File: src/rtl/stitch_pkg.sv
// Shared state encoding and RWM direction constants for the stitcher sequencer.
// Imported by stitch_sequencer and phase_watchdog.
package stitch_pkg;

  typedef logic [2:0] state_t;

  localparam state_t S_IDLE    = 3'd0;
  localparam state_t S_CAPTURE = 3'd1;
  localparam state_t S_GAP     = 3'd2;
  localparam state_t S_GRAY    = 3'd3;
  localparam state_t S_READOUT = 3'd4;
  localparam state_t S_DONE    = 3'd5;
  localparam state_t S_ERROR   = 3'd6;

  localparam logic RW_WRITE = 1'b1;
  localparam logic RW_READ  = 1'b0;

  // States in which a datapath unit is working and the watchdog runs.
  function automatic logic is_phase(state_t s);
    return (s == S_CAPTURE) || (s == S_GRAY) || (s == S_READOUT);
  endfunction

endpackage

File: src/rtl/phase_watchdog.sv
// Per-phase cycle counter; expired is high in the last allowed phase cycle.
// Ports: clk, rst_n, clear, count_en -> expired.
module phase_watchdog
  import stitch_pkg::*;
#(
  parameter int TIMEOUT_CYCLES = 1024,
  parameter int WD_W           = 16
) (
  input  logic clk,
  input  logic rst_n,
  input  logic clear,
  input  logic count_en,
  output logic expired
);

  localparam logic [WD_W-1:0] LAST = WD_W'(TIMEOUT_CYCLES - 1);

  logic [WD_W-1:0] cnt_q;
  logic [WD_W-1:0] cnt_d;

  always_comb begin
    cnt_d = cnt_q;
    if (clear)
      cnt_d = '0;
    else if (count_en && (cnt_q != LAST))
      cnt_d = cnt_q + 1'b1;
  end

  always_ff @(posedge clk or negedge rst_n) begin
    if (!rst_n)
      cnt_q <= '0;
    else
      cnt_q <= cnt_d;
  end

  assign expired = count_en && (cnt_q == LAST);

endmodule

File: src/rtl/stitch_sequencer.sv
// Frame sequencer: capture -> grayscale -> readout with watchdog and abort.
// Ports: start/abort/continuous, unit done inputs -> unit enables, status.
module stitch_sequencer
  import stitch_pkg::*;
#(
  parameter int TIMEOUT_CYCLES = 1024,
  parameter int WD_W           = 16,
  parameter int FRAME_CNT_W    = 8
) (
  input  logic                   clk,
  input  logic                   rst_n,
  input  logic                   start,
  input  logic                   abort,
  input  logic                   continuous,
  input  logic                   rwm1_done,
  input  logic                   gs_done,
  input  logic                   rwm2_done,
  output logic                   cam_enable,
  output logic                   rwm1_enable,
  output logic                   rwm1_rw,
  output logic                   gs_enable,
  output logic                   rwm2_enable,
  output logic                   rwm2_rw,
  output logic                   busy,
  output logic                   frame_done,
  output logic                   error,
  output logic [FRAME_CNT_W-1:0] frame_count
);

  state_t state_q, state_d;
  state_t next_q, next_d;
  logic [FRAME_CNT_W-1:0] fc_d;
  logic expired;
  logic in_phase;

  assign in_phase = is_phase(state_q);

  phase_watchdog #(
    .TIMEOUT_CYCLES(TIMEOUT_CYCLES),
    .WD_W          (WD_W)
  ) u_wd (
    .clk     (clk),
    .rst_n   (rst_n),
    .clear   (!in_phase),
    .count_en(in_phase),
    .expired (expired)
  );

  always_comb begin
    state_d = state_q;
    next_d  = next_q;
    fc_d    = frame_count;
    if (abort && (state_q != S_IDLE)) begin
      state_d = S_IDLE;
    end else begin
      unique case (state_q)
        S_IDLE:
          if (start) state_d = S_CAPTURE;
        S_CAPTURE:
          if (rwm1_done) begin
            state_d = S_GAP;
            next_d  = S_GRAY;
          end else if (expired) begin
            state_d = S_ERROR;
          end
        S_GAP:
          state_d = next_q;
        S_GRAY:
          if (gs_done) begin
            state_d = S_GAP;
            next_d  = S_READOUT;
          end else if (expired) begin
            state_d = S_ERROR;
          end
        S_READOUT:
          if (rwm2_done) begin
            state_d = S_DONE;
            fc_d    = frame_count + 1'b1;
          end else if (expired) begin
            state_d = S_ERROR;
          end
        S_DONE:
          if (continuous) begin
            state_d = S_GAP;
            next_d  = S_CAPTURE;
          end else begin
            state_d = S_IDLE;
          end
        S_ERROR:
          if (start) state_d = S_IDLE;
        default:
          state_d = S_IDLE;
      endcase
    end
  end

  always_ff @(posedge clk or negedge rst_n) begin
    if (!rst_n) begin
      state_q     <= S_IDLE;
      next_q      <= S_CAPTURE;
      frame_count <= '0;
    end else begin
      state_q     <= state_d;
      next_q      <= next_d;
      frame_count <= fc_d;
    end
  end

  // Outputs decode the next state so they line up with state_q.
  always_ff @(posedge clk or negedge rst_n) begin
    if (!rst_n) begin
      cam_enable  <= 1'b0;
      rwm1_enable <= 1'b0;
      rwm1_rw     <= 1'b0;
      gs_enable   <= 1'b0;
      rwm2_enable <= 1'b0;
      rwm2_rw     <= 1'b0;
      busy        <= 1'b0;
      frame_done  <= 1'b0;
      error       <= 1'b0;
    end else begin
      cam_enable  <= (state_d == S_CAPTURE);
      rwm1_enable <= (state_d == S_CAPTURE) || (state_d == S_GRAY);
      rwm1_rw     <= (state_d == S_CAPTURE) ? RW_WRITE : RW_READ;
      gs_enable   <= (state_d == S_GRAY);
      rwm2_enable <= (state_d == S_GRAY) || (state_d == S_READOUT);
      rwm2_rw     <= (state_d == S_GRAY) ? RW_WRITE : RW_READ;
      busy        <= (state_d != S_IDLE) && (state_d != S_ERROR);
      frame_done  <= (state_d == S_DONE);
      error       <= (state_d == S_ERROR);
    end
  end

endmodule
File: config.mk
export PLATFORM = sky130hd
export DESIGN_NAME = stitch_sequencer
export DESIGN_NICKNAME = d
export VERILOG_FILES = /design/src/rtl/stitch_pkg.sv /design/src/rtl/phase_watchdog.sv /design/src/rtl/stitch_sequencer.sv
export SDC_FILE = /design/constraint.sdc
export NUM_CORES = 1
export LEC_CHECK = 0
export BUFFER_PORTS_ARGS = -buffer_cell sky130_fd_sc_hd__buf_2
export CORE_MARGIN = 1.5
export CORE_UTILIZATION = 40
export DETAILED_ROUTE_END_ITERATION = 12
export GPL_ROUTABILITY_DRIVEN = 0
export PLACE_DENSITY = 0.63
export SLEW_MARGIN = 20
export SYNTH_ARGS = -nofsm -noshare
export SYNTH_HDL_FRONTEND = slang
export SYNTH_HIERARCHICAL = 1
export SYNTH_SLANG_ARGS = --single-unit
File: constraint.sdc
create_clock -name clk -period 3.23 [get_ports clk]
set_input_delay 0 -clock clk [delete_from_list [all_inputs] [get_ports clk]]
set_output_delay 0 -clock clk [all_outputs]
set_load 0.03 [all_outputs]
==> results.ini, run 1 <==
[outcome]
status = finished clean

[logic_synthesis]
synthFlopType = dfrtp_1
netlist_instances = 199
synth_warnings = 6
yosysTopAreaCell = dfrtp_1
synth.top_cells.by_area = dfrtp_1 (44%), a21oi_1 (3.7%), xnor2_1 (3.0%)
syn_nets = 209
yosysSeqAreaShare = 0.457
synth_edf_count = 0
syn_avg_cell_area_um2 = 10.2
post-synth-top-count-cell = dfrtp_1
synth_top_area_frac = 0.444
ys_top_cells_by_count = dfrtp_1 (36), a21oi_1 (15), nand2_1 (13)
synth_area_um2 = 2030
ys_ff_latch = 37
ys_async_sr_fraction = 1.00
synth_cell_types = 57

[worst_setup_path]
r2r_slack_ns = 0.38
r2r_cells = 10
cp-start-kind = flop
critPathTopFamily = simple AND/OR/NAND/NOR gates
worstPathRequired_ns = 3.44
cpPeakStageDelay_ns = 0.50
crit_path_start = state_q[2]
crit_path_cell_trace = nand2b_4 -> o21ai_0 -> nand3_1 -> or3_1 -> nor3_1 -> inv_1 -> o32a_1 -> o211a_4 -> xor2_1 -> a21oi_1
slowest_stage = dfrtp_2
rr_startpoint = state_q[2]
critPathMaxFanout = 14
crit_cells = 10
r2r_end = busy
cp_num_buf_inv = 1
cp_data_arrival_time_ns = 3.06
crit_type = flop to flop
cp-endpoint = busy
cp-end-kind = flop

[sta]
final_max_slew_viol_count = 0
hold_viol_final = 0
period_share = 0.881
tightest_slew_ns = 0.806
timing.slew.headroom = 0.463
fin_setup_tns_ns = 0
setup_viol = 0
worst_clock_skew_ns = 0.00411
period_minus_slack_ns = 2.85
fmax_mhz = 351
rsz0062_at_grt = false

[detailed_routing]
drt-met1-wl_mm = 1.81
route.met2.wl_mm = 1.79
highest-signal-layer = met4
wl_met3_um = 158
drc = 0
drt-total-wl_mm = 3.83
first_iter_violations = 102
viasPerCell = 5.40
first_pass_iters = 4
post_drt_wl_per_cell_um = 13.1
ant_nets = 0
vias = 1582

[run]
drv_cap = 0

[floorplan]
die_h_um = 74.3
core_area_um2 = 4820
die_w_um = 74.3
die_area_um2 = 5510
io_pins = 25
floorplan.initialDensity = 0.422
row_count = 25

[cells_and_area]
antenna_cells = 0
nets = 235
fillCellCount = 462
area_growth_pct = 15.0
drive_gt1_frac = 0.243
design_area_um2 = 2340

[clock_network]
root_buffer = clkbuf_8
htree_levels = 2
cts_tree = done
clkSinkCount = 37
clock_latency_ns = 0.29
cts.path.max_buffers = 2
cts_buffers = 5
path_clk_slew_ns = 0.07

[global_routing]
grt_overflow_total = 0
grt_pass1_vias = 1491
antenna_found_initial = 0
grt_max_degree = 38
grt_usage = 0.161
grt_pass1_wl_mm = 6.74

[power]
powerDensity_nw_per_um2 = 712
p_total_mw = 1.66
peakVddDrop_uv = 465
p_leak_nw = 1.00

[place]
portBuffers = 24
dp_hpwl_mm = 2.72
dpl_cell_area_um2 = 2200

[min_path]
hp-class = input pin to flop

metrics by stage:
step           utilization  cells  worst slack, ns  hold slack, ns
3_5_place_dp         0.458    284            0.228           0.152
4_1_cts              0.485    293            0.221          0.0398
3_3_place_gp         0.458    284            0.370           0.156
5_1_grt              0.485    293            0.100          0.0888
6_report             0.485    293            0.384          0.0500
2_1_floorplan            -    199            0.200          -0.296
per-layer routing:
| metal | GRT usage | vias to the layer above |
|---|---|---|
| met2 | 0.250 | 29 |
| met4 | 0.0646 | 0 |
| met1 | 0.211 | 761 |
| li1 | - | 783 |
| met5 | 0 | - |
| met3 | 0.0474 | 9 |
final cells by class:
cell class / instances / area (um2) / share of cell area
well taps: 67 / 83.8 / 0.0359
inverters: 11 / 41.3 / 0.0177
clock inverters: 2 / 37.5 / 0.0161
multi-input cells: 141 / 1000 / 0.429
repair buffers: 29 / 160 / 0.0686
clock buffers: 6 / 82.6 / 0.0354
flip-flops and latches: 37 / 928 / 0.397
logic make-up after synthesis:
logic type,count (synthesis),share of synthesized area
buffers and inverters,21,0.0499
DFF,37,0.457
muxes,6,0.0333
and+or+nand+nor,81,0.261
adders and majority gates,2,0.0123
xor gates and xnor gates,9,0.0388
AOI/OAI and AO/OA,43,0.148
what timing repair did:
item                                   CTS  global route
setup endpoints to repair                0             2
hold buffers                             1             0
gates resized for setup                  0             1
buffers inserted                         0             0
endpoints found under the hold margin   36             0
worst min-delay path: cells and delay by family:
kind	cells	cell delay, ns
and+or+nand+nor	3	0.20
buffers and inverters	1	0.10
worst min path at each step:
stage               start              to  slack [ns]  depth (start not counted)
4_1_cts        continuous       next_q[1]        0.04                          4
3_5_place_dp        rst_n  u_wd/cnt_q[11]        0.15                          1
6_report       continuous       next_q[1]        0.05                          4
2_1_floorplan       rst_n            busy       -0.30                          0
3_3_place_gp        rst_n  u_wd/cnt_q[11]        0.16                          1
5_1_grt        continuous       next_q[1]        0.09                          4
report_power, final:
part / switching, mW / internal, mW / total, mW / leakage, nW
clock network: 0.165 / 0.251 / 0.416 / 0.0574
registers: 0.0609 / 0.548 / 0.609 / 0.497
logic: 0.389 / 0.248 / 0.637 / 0.450
state kept, by name (all words and copies together) (netlist names), 3 cells and up:
signal / cells
u_wd/cnt_q: 16
next_q: 3
frame_count: 8
state_q: 3
cells in the final DEF (no fill, tap or decap), types with 2 or more instances in the layout:
cell type	n
o32a_1	2
and4_1	2
o21ai_0	8
inv_1	10
buf_4	4
or4_1	6
xor2_1	2
a21oi_1	15
xnor2_1	7
o41ai_1	2
nand4_1	5
nor2_1	12
nor3_1	4
clkbuf_8	6
buf_2	24
mux2i_1	3
nor3b_1	2
nand2_1	13
nand3_1	7
nand2b_1	4
or3_1	7
dfrtp_1	35
nor2b_1	2
mux2_2	2
ha_1	2
and3_1	2
o31ai_1	6
No activity file was read; power rests on OpenSTA's default activity.
==> run 2, diff against run 1 <==
Settings changed: CTS_BUF_LIST from default to sky130_fd_sc_hd__clkbuf_2.
==> results.ini, run 2 (synthesized netlist as in run 1, its figures left out) <==
[detailed_routing]
post_drt_wl_per_cell_um = 12.9
first_iter_violations = 97
first_pass_iters = 4
viasPerCell = 5.35
ant_nets = 0
vias = 1583
drc = 0
drt-total-wl_mm = 3.83

[cells_and_area]
area_growth_pct = 13.9
top_regs = u_wd/cnt_q: 16 flops, frame_count: 8 flops
drive_gt1_frac = 0.236
antenna_cells = 0
postLayoutCoreUtil = 0.480
mostFrequentLayoutCells = dfrtp_1 (35), buf_2 (24), a21oi_1 (15), nand2_1 (13), nor2_1 (12)
nets = 238
layout_commonest_cell = dfrtp_1
largest_reg_flops = 16
design_area_um2 = 2310
max_flop_register = u_wd/cnt_q
fin_cells = 296

[global_routing]
grt_max_degree = 38
antenna_found_initial = 0
grt_overflow_total = 0
grt_usage = 0.161
grt_pass1_wl_mm = 6.80
grt_pass1_vias = 1518

[worst_setup_path]
worstPathRequired_ns = 3.55
cp-end-kind = flop
critPathMaxFanout = 14
cp_data_arrival_time_ns = 3.18
crit_type = flop to flop
cp-start-kind = flop

[sta]
period_share = 0.883
setup_viol = 0
worst_clock_skew_ns = 0.00960
hold_viol_final = 0
tightest_slew_ns = 0.811
rsz0062_at_grt = false
fmax_mhz = 351
fin_setup_tns_ns = 0
period_minus_slack_ns = 2.85
fin_ws_ns = 0.379
timing.slew.headroom = 0.459
final_max_slew_viol_count = 0

[outcome]
status = finished clean

[floorplan]
die_h_um = 74.3
floorplan.initialDensity = 0.422
row_count = 25
die_w_um = 74.3
core_area_um2 = 4820
io_pins = 25
die_area_um2 = 5510

[clock_network]
cts_tree = done
path_clk_slew_ns = 0.19
cts_setup_buffers = 0
cts.path.max_buffers = 2
clock_latency_ns = 0.38
root_buffer = clkbuf_2
htree_levels = 2
cts_buffers = 5
clkSinkCount = 37

[run]
drv_cap = 0

[place]
dp_hpwl_mm = 2.72
portBuffers = 24
place_ws_ns = 0.228
dpl_cell_area_um2 = 2200
dp_cells = 284

[min_path]
hp-class = input pin to flop

[power]
p_leak_nw = 0.997
peakVddDrop_uv = 420
powerDensity_nw_per_um2 = 663

-- run 2: metrics by stage --
step           hold WS, ns  power [mW]
6_report             0.152        1.53
5_1_grt              0.144        1.66
4_1_cts              0.112        1.55
3_5_place_dp         0.152        1.26
3_3_place_gp         0.156        1.26
2_1_floorplan       -0.296        1.12
-- run 2: final timing paths --
path | startpoint | endpoint | slack [ns] | cells past startpoint
setup reg to reg | state_q[2] | busy | 0.38 | 10
setup / recovery | state_q[2] | busy | 0.38 | 10
hold / removal | start | state_q[1] | 0.15 | 4
min in group asynchronous | rst_n | u_wd/cnt_q[11] | 0.23 | 2
max in group asynchronous | rst_n | state_q[2] | 2.44 | 2
hold reg to reg | frame_count[7] | frame_count[7] | 0.48 | 1
-- run 2: worst max-delay path, stage by stage, from the launching register on --
cell and delay, ns:
dfrtp_2 0.54, nand2b_4 0.10, o21ai_0 0.23, nand3_1 0.12, or3_1 0.38, nor3_1 0.41
inv_1 0.08, o32a_1 0.36, o211a_4 0.27, xor2_1 0.16, a21oi_1 0.15
-- run 2: cell type report --
class	instances	area [um2]
Clock inverter	3	41.3
Sequential cell	37	928
Clock buffer	5	25.0
Timing Repair Buffer	32	190
Tap cell	67	83.8
Fill cell	467	2500
Inverter	11	41.3
Multi-Input combinational cell	141	1000
-- run 2: power by group --
part           internal (mW)  total (mW)  leakage [nW]  switching [mW]
registers              0.547       0.609         0.497          0.0616
logic                  0.251       0.640         0.463           0.389
clock network          0.128       0.284        0.0366           0.156
-- run 2: repair_timing --
item / CTS / global route
setup endpoints to repair: 0 / 2
endpoints found under the hold margin: 43 / 0
gates resized for setup: 0 / 1
hold buffers: 4 / 0
-- run 2: routing by layer --
layer	track usage	wire length [um]	vias to the layer above
met5	0	0	-
met4	0.0667	70	0
met3	0.0474	114	8
met2	0.253	1790	20
met1	0.210	1860	769
li1	-	-	786
